===== src/rtl/sobel_pass_scheduler_if.sv =====
// Read/write bus between the pass scheduler, the source/output BRAMs and the shared Sobel core.
interface sobel_pass_scheduler_if #(
    parameter int ADDR_W = 16
);
    logic              hold;
    logic              res_valid;
    logic              ena_input;
    logic [ADDR_W-1:0] addra_input;
    logic              px_valid;
    logic              ena_output;
    logic              wea_output;
    logic [ADDR_W-1:0] addra_output;
    logic              ena_output_bb;
    logic              wea_output_bb;
    logic [ADDR_W-1:0] addra_output_bb;

    modport master (
        input  hold, res_valid,
        output ena_input, addra_input, px_valid,
        output ena_output, wea_output, addra_output,
        output ena_output_bb, wea_output_bb, addra_output_bb
    );

    modport slave (
        output hold, res_valid,
        input  ena_input, addra_input, px_valid,
        input  ena_output, wea_output, addra_output,
        input  ena_output_bb, wea_output_bb, addra_output_bb
    );
endinterface


===== src/rtl/sobel_pass_scheduler.sv =====
// Two-pass Sobel sequencer: full background frame, then the bbox window, each with its own
// threshold and output BRAM; done once both passes have drained their results.
module sobel_pass_scheduler #(
    parameter int IMG_W   = 256,
    parameter int IMG_H   = 256,
    parameter int BB_W    = 192,
    parameter int BB_H    = 251,
    parameter int BBOX_X0 = 0,
    parameter int BBOX_Y0 = 2,
    parameter int ADDR_W  = 16
) (
    input  logic       clka,
    input  logic       reset,
    input  logic       start,
    input  logic [5:0] error_bck,
    input  logic [5:0] error_bb,
    output logic       pass_sel,
    output logic [5:0] err_sel,
    output logic       busy,
    output logic       done,
    output logic       proto_err,
    sobel_pass_scheduler_if.master bus
);
    localparam int CW       = (IMG_W > 1) ? $clog2(IMG_W) : 1;
    localparam int RW       = (IMG_H > 1) ? $clog2(IMG_H) : 1;
    // One extra bit so a full 2^ADDR_W frame count is representable.
    localparam int WW       = ADDR_W + 1;
    localparam int NPIX_BCK = IMG_W * IMG_H;
    localparam int NPIX_BB  = BB_W * BB_H;

    if (BBOX_X0 + BB_W > IMG_W || BBOX_Y0 + BB_H > IMG_H) begin : g_bad_bbox
        $error("sobel_pass_scheduler: bbox window exceeds the source frame");
    end

    typedef enum logic [2:0] {IDLE, PASS_BCK, DRAIN_BCK, PASS_BB, DRAIN_BB, DONE} state_t;

    state_t            state, state_nx;
    logic [CW-1:0]     col;
    logic [RW-1:0]     row;
    logic [WW-1:0]     wcnt;
    logic [WW-1:0]     npix;
    logic [ADDR_W-1:0] rd_addr;
    logic              bb_phase, in_pass, issue, accept, perr_set;
    logic              last_col, last_row, w_full, pass_entry;

    always_ff @(posedge clka) begin
        if (!reset) state <= IDLE;
        else        state <= state_nx;
    end

    always_comb begin
        state_nx           = state;
        bb_phase           = (state == PASS_BB) || (state == DRAIN_BB);
        in_pass            = (state == PASS_BCK) || (state == DRAIN_BCK) || bb_phase;
        npix               = bb_phase ? WW'(NPIX_BB) : WW'(NPIX_BCK);
        issue              = ((state == PASS_BCK) || (state == PASS_BB)) && !bus.hold;
        last_col           = (state == PASS_BB) ? (col == CW'(BB_W - 1)) : (col == CW'(IMG_W - 1));
        last_row           = (state == PASS_BB) ? (row == RW'(BB_H - 1)) : (row == RW'(IMG_H - 1));
        accept             = bus.res_valid && in_pass && (wcnt < npix);
        perr_set           = bus.res_valid && !accept;
        // Drain ends on the edge that lands the final write, so done follows it by one cycle.
        w_full             = accept ? (wcnt == npix - WW'(1)) : (wcnt == npix);
        bus.ena_output     = accept && !bb_phase;
        bus.wea_output     = accept && !bb_phase;
        bus.ena_output_bb  = accept && bb_phase;
        bus.wea_output_bb  = accept && bb_phase;
        bus.addra_output    = wcnt[ADDR_W-1:0];
        bus.addra_output_bb = wcnt[ADDR_W-1:0];
        busy               = in_pass;
        done               = (state == DONE);
        case (state)
            IDLE, DONE: if (start)                 state_nx = PASS_BCK;
            PASS_BCK:   if (issue && last_col && last_row) state_nx = DRAIN_BCK;
            DRAIN_BCK:  if (w_full)                state_nx = PASS_BB;
            PASS_BB:    if (issue && last_col && last_row) state_nx = DRAIN_BB;
            DRAIN_BB:   if (w_full)                state_nx = DONE;
            default:                               state_nx = IDLE;
        endcase
        pass_entry = (state_nx != state) && ((state_nx == PASS_BCK) || (state_nx == PASS_BB));
    end

    always_comb begin
        if (state == PASS_BB)
            rd_addr = (ADDR_W'(row) + ADDR_W'(BBOX_Y0)) * ADDR_W'(IMG_W)
                    + ADDR_W'(col) + ADDR_W'(BBOX_X0);
        else
            rd_addr = ADDR_W'(row) * ADDR_W'(IMG_W) + ADDR_W'(col);
    end

    always_ff @(posedge clka) begin
        if (!reset) begin
            col             <= '0;
            row             <= '0;
            wcnt            <= '0;
            bus.ena_input   <= 1'b0;
            bus.addra_input <= '0;
            bus.px_valid    <= 1'b0;
            pass_sel        <= 1'b0;
            err_sel         <= '0;
            proto_err       <= 1'b0;
        end else begin
            bus.ena_input <= issue;
            bus.px_valid  <= bus.ena_input;
            if (issue) bus.addra_input <= rd_addr;
            if (pass_entry) begin
                col      <= '0;
                row      <= '0;
                wcnt     <= '0;
                pass_sel <= (state_nx == PASS_BB);
                err_sel  <= (state_nx == PASS_BB) ? error_bb : error_bck;
            end else begin
                if (issue) begin
                    if (last_col) begin
                        col <= '0;
                        row <= last_row ? '0 : row + RW'(1);
                    end else begin
                        col <= col + CW'(1);
                    end
                end
                if (accept) wcnt <= wcnt + WW'(1);
            end
            if (perr_set) proto_err <= 1'b1;
        end
    end
endmodule

===== src/flat_wrapper.sv =====
// flat-port wrapper written by rule: the top's interface ports become plain ports
module sobel_pass_scheduler_flat 
#(
    parameter int IMG_W   = 256,
    parameter int IMG_H   = 256,
    parameter int BB_W    = 192,
    parameter int BB_H    = 251,
    parameter int BBOX_X0 = 0,
    parameter int BBOX_Y0 = 2,
    parameter int ADDR_W  = 16
)
  (clka, reset, start, error_bck, error_bb, pass_sel, err_sel, busy, done, proto_err, bus_hold, bus_res_valid, bus_ena_input, bus_addra_input, bus_px_valid, bus_ena_output, bus_wea_output, bus_addra_output, bus_ena_output_bb, bus_wea_output_bb, bus_addra_output_bb);
  sobel_pass_scheduler_if #(.ADDR_W(ADDR_W)) bus_i ();
  input  logic clka;
  input  logic reset;
  input  logic start;
  input  logic [5:0] error_bck;
  input  logic [5:0] error_bb;
  output logic pass_sel;
  output logic [5:0] err_sel;
  output logic busy;
  output logic done;
  output logic proto_err;
  input wire logic [$bits(bus_i.hold)-1:0] bus_hold;
  input wire logic [$bits(bus_i.res_valid)-1:0] bus_res_valid;
  output wire logic [$bits(bus_i.ena_input)-1:0] bus_ena_input;
  output wire logic [$bits(bus_i.addra_input)-1:0] bus_addra_input;
  output wire logic [$bits(bus_i.px_valid)-1:0] bus_px_valid;
  output wire logic [$bits(bus_i.ena_output)-1:0] bus_ena_output;
  output wire logic [$bits(bus_i.wea_output)-1:0] bus_wea_output;
  output wire logic [$bits(bus_i.addra_output)-1:0] bus_addra_output;
  output wire logic [$bits(bus_i.ena_output_bb)-1:0] bus_ena_output_bb;
  output wire logic [$bits(bus_i.wea_output_bb)-1:0] bus_wea_output_bb;
  output wire logic [$bits(bus_i.addra_output_bb)-1:0] bus_addra_output_bb;
  assign bus_i.hold = bus_hold;
  assign bus_i.res_valid = bus_res_valid;
  assign bus_ena_input = bus_i.ena_input;
  assign bus_addra_input = bus_i.addra_input;
  assign bus_px_valid = bus_i.px_valid;
  assign bus_ena_output = bus_i.ena_output;
  assign bus_wea_output = bus_i.wea_output;
  assign bus_addra_output = bus_i.addra_output;
  assign bus_ena_output_bb = bus_i.ena_output_bb;
  assign bus_wea_output_bb = bus_i.wea_output_bb;
  assign bus_addra_output_bb = bus_i.addra_output_bb;
  sobel_pass_scheduler #(.IMG_W(IMG_W), .IMG_H(IMG_H), .BB_W(BB_W), .BB_H(BB_H), .BBOX_X0(BBOX_X0), .BBOX_Y0(BBOX_Y0), .ADDR_W(ADDR_W)) u_core (.clka(clka), .reset(reset), .start(start), .error_bck(error_bck), .error_bb(error_bb), .pass_sel(pass_sel), .err_sel(err_sel), .busy(busy), .done(done), .proto_err(proto_err), .bus(bus_i));
endmodule

===== config.mk =====
export PLATFORM = sky130hd
export DESIGN_NAME = sobel_pass_scheduler_flat
export DESIGN_NICKNAME = d
export VERILOG_FILES = /design/src/rtl/sobel_pass_scheduler_if.sv /design/src/rtl/sobel_pass_scheduler.sv /design/src/flat_wrapper.sv
export SDC_FILE = /design/constraint.sdc
export NUM_CORES = 1
export LEC_CHECK = 0
export CAP_MARGIN = 20
export CORE_UTILIZATION = 54
export CTS_CLUSTER_DIAMETER = 30
export CTS_CLUSTER_SIZE = 10
export DETAILED_ROUTE_END_ITERATION = 8
export PLACE_DENSITY = 0.94
export SETUP_SLACK_MARGIN = 0.4
export SYNTH_ARGS = -nofsm -noshare
export SYNTH_HDL_FRONTEND = slang
export SYNTH_SLANG_ARGS = --single-unit

===== constraint.sdc =====
create_clock -name clka -period 9.5 [get_ports clka]
set_clock_uncertainty 0.1 [all_clocks]
set_input_delay 0.95 -clock clka [delete_from_list [all_inputs] [get_ports clka]]
set_output_delay 0.95 -clock clka [all_outputs]
set_load 0.01 [all_outputs]

; ---- Yosys cells after proc, flatten, opt, wreduce, memory -nomap -nowiden
; Cells that the tools add are included.
[classes]
add_sub_neg = 7
magnitude_cmp = 1
eq_ne = 14
n_mux = 14
bitwise_logic = 1
reduce_logical = 21
[ops]
columns = op, n
row1 = 17-bit equality test, 2
row2 = 16-bit by 8-bit adder with 16-bit output, 2
row3 = 8-bit equality test (second input constant), 4
row4 = 17-bit by 1-bit adder with 17-bit output (second input constant), 1
row5 = 17-bit < comparator, 1
row6 = 17-bit two-way mux, 1
row7 = 17-bit by 1-bit subtractor with 17-bit output (second input constant), 1
row8 = 8-bit by 1-bit adder with 8-bit output (second input constant), 2
row9 = 16-bit two-way mux, 1
row10 = 8-bit two-way mux, 2
row11 = 3-bit two-way mux, 5
row12 = 3-bit case mux with 5 select lines, 1
row13 = 3-bit by 2-bit equality test with 1-bit output (second input constant), 3
row14 = 1-bit logical AND, 9
row15 = 8-bit by 2-bit adder with 8-bit output (second input constant), 1
row16 = 3-bit by 1-bit equality test with 1-bit output (second input constant), 2
row17 = 3-bit equality test (second input constant), 2
row18 = 6-bit two-way mux, 1
row19 = 1-bit logical OR, 5
row20 = 2-bit OR reduction, 2
row21 = 1-bit logical NOT, 3
row22 = 3-bit logical NOT, 1
row23 = 1-bit two-way mux, 3
row24 = 3-bit inequality test, 1
row25 = 2 further kinds, 2
[word_totals]
ff_bits = 62
in_bits = 17
out_inout_bits = 64
word_cells = 68

; ---- Depth between registers and ports, before layout
[depth]
word_depth = 12
mapped_depth = 14
mapped_depth_nobuf = 11

; ---- Least setup slack after synthesis
; No wires, ideal clock.
[synth_path]
kind = register to output
from = reg u_core.state[0]
to = out bus_wea_output
arrival_time_ns = 2.783
slack_ns = 5.667
path_stages_with_launch = 12
path_buffers = 3
path_cell_list = dfxtp_1 > buf_2 > or3b_2 > nand2_1 > inv_1 > ha_1 > nand4b_1 > o221a_2 > o2111ai_1 > clkbuf_1 > nor2_1 > buf_4
[synth_via]
elab_chain_cells = 6
word_cells_on_any_way = 13
[synth_lines]
columns = element, line
row1 = "start, declared", sobel_pass_scheduler.sv:37  ; state_t state, state_nx;
row2 = "start signal, assigned", sobel_pass_scheduler.sv:48  ; else state <= state_nx;
row3 = "3-bit by 2-bit equality test with 1-bit output, or another cell as far along", sobel_pass_scheduler.sv:53  ; bb_phase = (state == PASS_BB) || (state == DRAIN_BB);
row4 = 1-bit logical OR (on tied branches), "sobel_pass_scheduler.sv:53, sobel_pass_scheduler.sv:54"
row5 = 17-bit two-way mux / 1-bit logical OR (equally long branches), "sobel_pass_scheduler.sv:55, sobel_pass_scheduler.sv:54"
row6 = 17-bit < comparator / 1-bit logical AND (equally long branches), sobel_pass_scheduler.sv:59  ; accept = bus.res_valid && in_pass && (wcnt < npix);
row7 = 1-bit logical AND, sobel_pass_scheduler.sv:59
row8 = 1-bit logical AND *, --
row9 = "end, declared", flat_wrapper.sv:30  ; output wire logic [$bits(bus_i.wea_output)-1:0] bus_wea_output;
; Mark *: on every way between the ends. The rest lies on a longest branch, timed or not.

; ---- Worst setup path in the final report
[layout_path]
from = reg u_core.state[2]
to = out bus_ena_output_bb
[layout_via]
elab_chain_cells = 6
word_cells_on_any_way = 12
[layout_lines]
columns = element, line
row1 = "3-bit by 2-bit equality test with 1-bit output, or another cell as far along", sobel_pass_scheduler.sv:53
row2 = 1-bit logical OR (on tied branches), "sobel_pass_scheduler.sv:53, sobel_pass_scheduler.sv:54"
row3 = 17-bit two-way mux / 1-bit logical OR (equally long branches), "sobel_pass_scheduler.sv:55, sobel_pass_scheduler.sv:54"
row4 = 17-bit < comparator / 1-bit logical AND (equally long branches), sobel_pass_scheduler.sv:59
row5 = 1-bit logical AND, sobel_pass_scheduler.sv:59
row6 = 1-bit logical AND *, sobel_pass_scheduler.sv:65  ; bus.ena_output_bb = accept && bb_phase;
row7 = "end, declared", flat_wrapper.sv:32  ; output wire logic [$bits(bus_i.ena_output_bb)-1:0] bus_ena_output_bb;
; Marked as above.

==> impl_metrics.tcl <==
set metrics [dict create \
    run_status "complete, no violations" \
    mappedNetlistNets 443 \
    drt.antenna.violating_nets 0 \
    critPathRequiredTime_ps 8450 \
    boundaryPins 81 \
    timing_worst_slew_pin_value_ps 954 \
    final-hold-violation-count 0 \
    yosys.area_share.simple 0.255 \
    antenna-diode-count 0 \
    detailedPlacementHpwl_mm 5.64 \
    wire_per_inst_um 16.0 \
    ys_async_sr_fraction 0 \
    switching_power_uw 136 \
    detailroute.via_count 3107 \
    final_net_count 482 \
    setup-violations-final 0 \
    ys.flop_type "dfxtp_1" \
    clk_latency_ps 350 \
    ys_seq_area_frac 0.364 \
    finalWorstPathRequiredPeriod_ps 4480 \
    largest_family_of_logic_cells_by_synthesized_area "simple AND/OR/NAND/NOR gates" \
    count_of_buffers_added_by_post_cts_timing_repair_for_setup 0 \
    grt_pass1_wl_mm 13.3 \
    netlist-cell-type-count 48 \
    static_leakage_power_uw 0.00147 \
    postRouteWirelength_mm 8.51 \
    setup_repair_after_global_routing_missed_its_margin "no" \
    cp.arrival_ps 3430 \
    placedInstanceArea_sq_um 3950 \
    floorplan.die.width_um 81.5 \
    area_growth_syn_to_layout_pct 22.3 \
    power_per_cell_area_nw_per_um2 140 \
    initial_core_util 0.567 \
    crit_buf_inv 2 \
    worst_slew_margin_rel 0.364 \
    netlist_top_cells_area "dfxtp_1 36%, buf_4 8.1%, nor2_1 5.6%" \
    crit_slowest_cell "or3b_2" \
    post-layout-total-power_uw 583 \
    timing.critical_path.fanout_max 10 \
    worst_ir_drop_vdd_uv 85.2 \
    timing_max_transition_violations_final 0 \
    max_stage_delay_ps 510 \
    post_synth_adder_cell_area 0.0440 \
    p_clk_frac 0.446 \
    drc 0 \
    hold_buffers 0 \
    clkSlewWorstSetupHoldPaths_ps 70 \
    netlist.top_cell.by_area "dfxtp_1" \
    grt.overflow.total 0 \
    comb_power_share 0.090 \
    p_int_uw 447 \
    synth.yosys.warnings 0 \
    setup_tns_ps 0 \
    critical_path.startpoint_type "flip-flop" \
    layout.cells.most_common_list "80 x clkdlybuf4s50_1, 62 x dfxtp_1, 51 x nor2_1" \
    min_period_over_period 0.471 \
    cts_made_buffers 9 \
    fp.coreArea_sq_um 6030 \
    fp.dieArea_sq_um 6650 \
    critical_path.cell_chain "or3b_2 -> nand2_1 -> inv_1 -> ha_1 -> nand4b_1 -> o221a_2 -> o2111ai_1 -> nor2_1 -> clkdlybuf4s50_1" \
    post_synthesis_compound_gate_area_fraction 0.127 \
    final_layout_size_suffix_gt1_frac 0.0546 \
    cts_max_path_buffers 2 \
    final_area_sq_um 4180 \
    groute.usage.overall 0.267 \
    clock.fmax_mhz 223 \
    layout_commonest_cell "clkdlybuf4s50_1" \
    finalWeightedCongestion 0.922 \
    grt_start_max_net_pins 30 \
    clock_sinks 62 \
    number_of_storage_elements_in_the_synthesis_netlist 62 \
    first_global_vias 2975 \
    fp-row-count 28 \
    post_synth_xor_area_fraction 0.0693 \
    synth_edf_count 0 \
    drt_iter0_markers 193 \
    synth_top_cell_area_share 0.364 \
    cts_tree "done" \
    cts.repair.resized 0 \
    drt_pre_antenna_iters 5 \
    placement.io_buffers 80 \
    synthCells 414 \
    synthMuxAreaShare 0.0235 \
    post_drt_via_cell_ratio 5.83 \
    grt_antenna_before_repair 0 \
    timing.setup.critical_path_class "flip-flop to primary output" \
    ctsRootBufferMaster "clkbuf_8" \
    avgSynthCellArea_sq_um 8.25 \
    chipHeight_um 81.5 \
    critical_path.top_delay_family "simple AND/OR/NAND/NOR gates" \
    cap_violations 0 \
    netlist_area_sq_um 3410 \
    htree_num_levels 3 \
    worst_hold_path_type "flip-flop to flip-flop" \
    endpoint_kind "primary output" \
    power.share.sequential 0.464 \
    swShare 0.234 \
]
==> power groups by stage <==
stage	Sequential [uW]	Clock, uW	Combinational (uW)
3_3_place_gp	276	0	50.2
4_1_cts	270	261	52.3
3_5_place_dp	276	0	52.0
6_report	270	260	52.5
2_1_floorplan	277	0	28.6
5_1_grt	271	272	56.8
==> layer usage <==
layer | global-route usage | share of wire | wire length, um | vias to the layer above
li1 | - | - | - | 1478
met1 | 0.287 | 0.39 | 3350 | 1439
met2 | 0.459 | 0.50 | 4220 | 149
met3 | 0.0556 | 0.070 | 594 | 41
met4 | 0.202 | 0.041 | 346 | 0
met5 | 0 | 0 | 0 | -
==> metrics by stage <==
step / utilization / instances / worst slack [ps] / hold WS [ps]
CTS: 0.692 / 532 / 4470 / 361
global route: 0.693 / 533 / 4910 / 369
detailed placement: 0.655 / 516 / 4810 / 351
global placement: 0.655 / 516 / 5010 / 343
finish: 0.693 / 533 / 5020 / 357
floorplan: - / 414 / 5670 / 357
==> sequential cells by signal, summed over array words and instances, names as in the netlist <==
name and count:
u_core.bus.ena_input 1, u_core.proto_err 1, u_core.err_sel 6, u_core.bus.addra_input 16, u_core.col 8, u_core.row 8
u_core.pass_sel 1, u_core.bus.px_valid 1, u_core.state 3, u_core.wcnt 17
==> final cells by class <==
class | instances | area [sq um]
inverters | 9 | 33.8
fillers | 452 | 1850
clock buffers | 11 | 141
flip-flops and latches | 62 | 1240
well taps | 75 | 93.8
multi-input cells | 289 | 1770
repair buffers | 82 | 816
clock inverters | 5 | 81.3
==> final timing paths <==
| path | startpoint | slack (ps) | to | cells after the start |
|---|---|---|---|---|
| worst max-delay path | u_core.state[2] | 5020 | bus_ena_output_bb | 9 |
| worst min-delay path | u_core.bus.addra_input[3] | 360 | u_core.bus.addra_input[3] | 2 |
| worst max register to register | u_core.state[2] | 5250 | u_core.wcnt[16] | 12 |
| worst min register to register | u_core.bus.addra_input[3] | 360 | u_core.bus.addra_input[3] | 2 |
==> kinds of logic (layout without fill, tap and decap cells) <==
group / count (synthesis) / after routing
mux: 8 / 8
buf+inv: 63 / 107
fa+ha+maj: 12 / 12
flops: 62 / 62
compound gates: 70 / 70
simple gates: 172 / 172
xor+xnor: 27 / 27
==> tightest hold or removal path, cell delays in order (launching register included) <==
cell     delay [ps]
dfxtp_1         310
nand2_1          50
a21oi_1          50
==> synth_stat cells (all sizes together) (9+ instances only) <==
library cell  instances
dfxtp                62
nor2                 51
buf                  46
nand2                44
a21oi                33
nand3                16
xnor2                16
ha                   12
xor2                 11
nor3                 10
a211oi                9
o21ai                 9
Note: power is estimated with default switching activity, not from simulation.
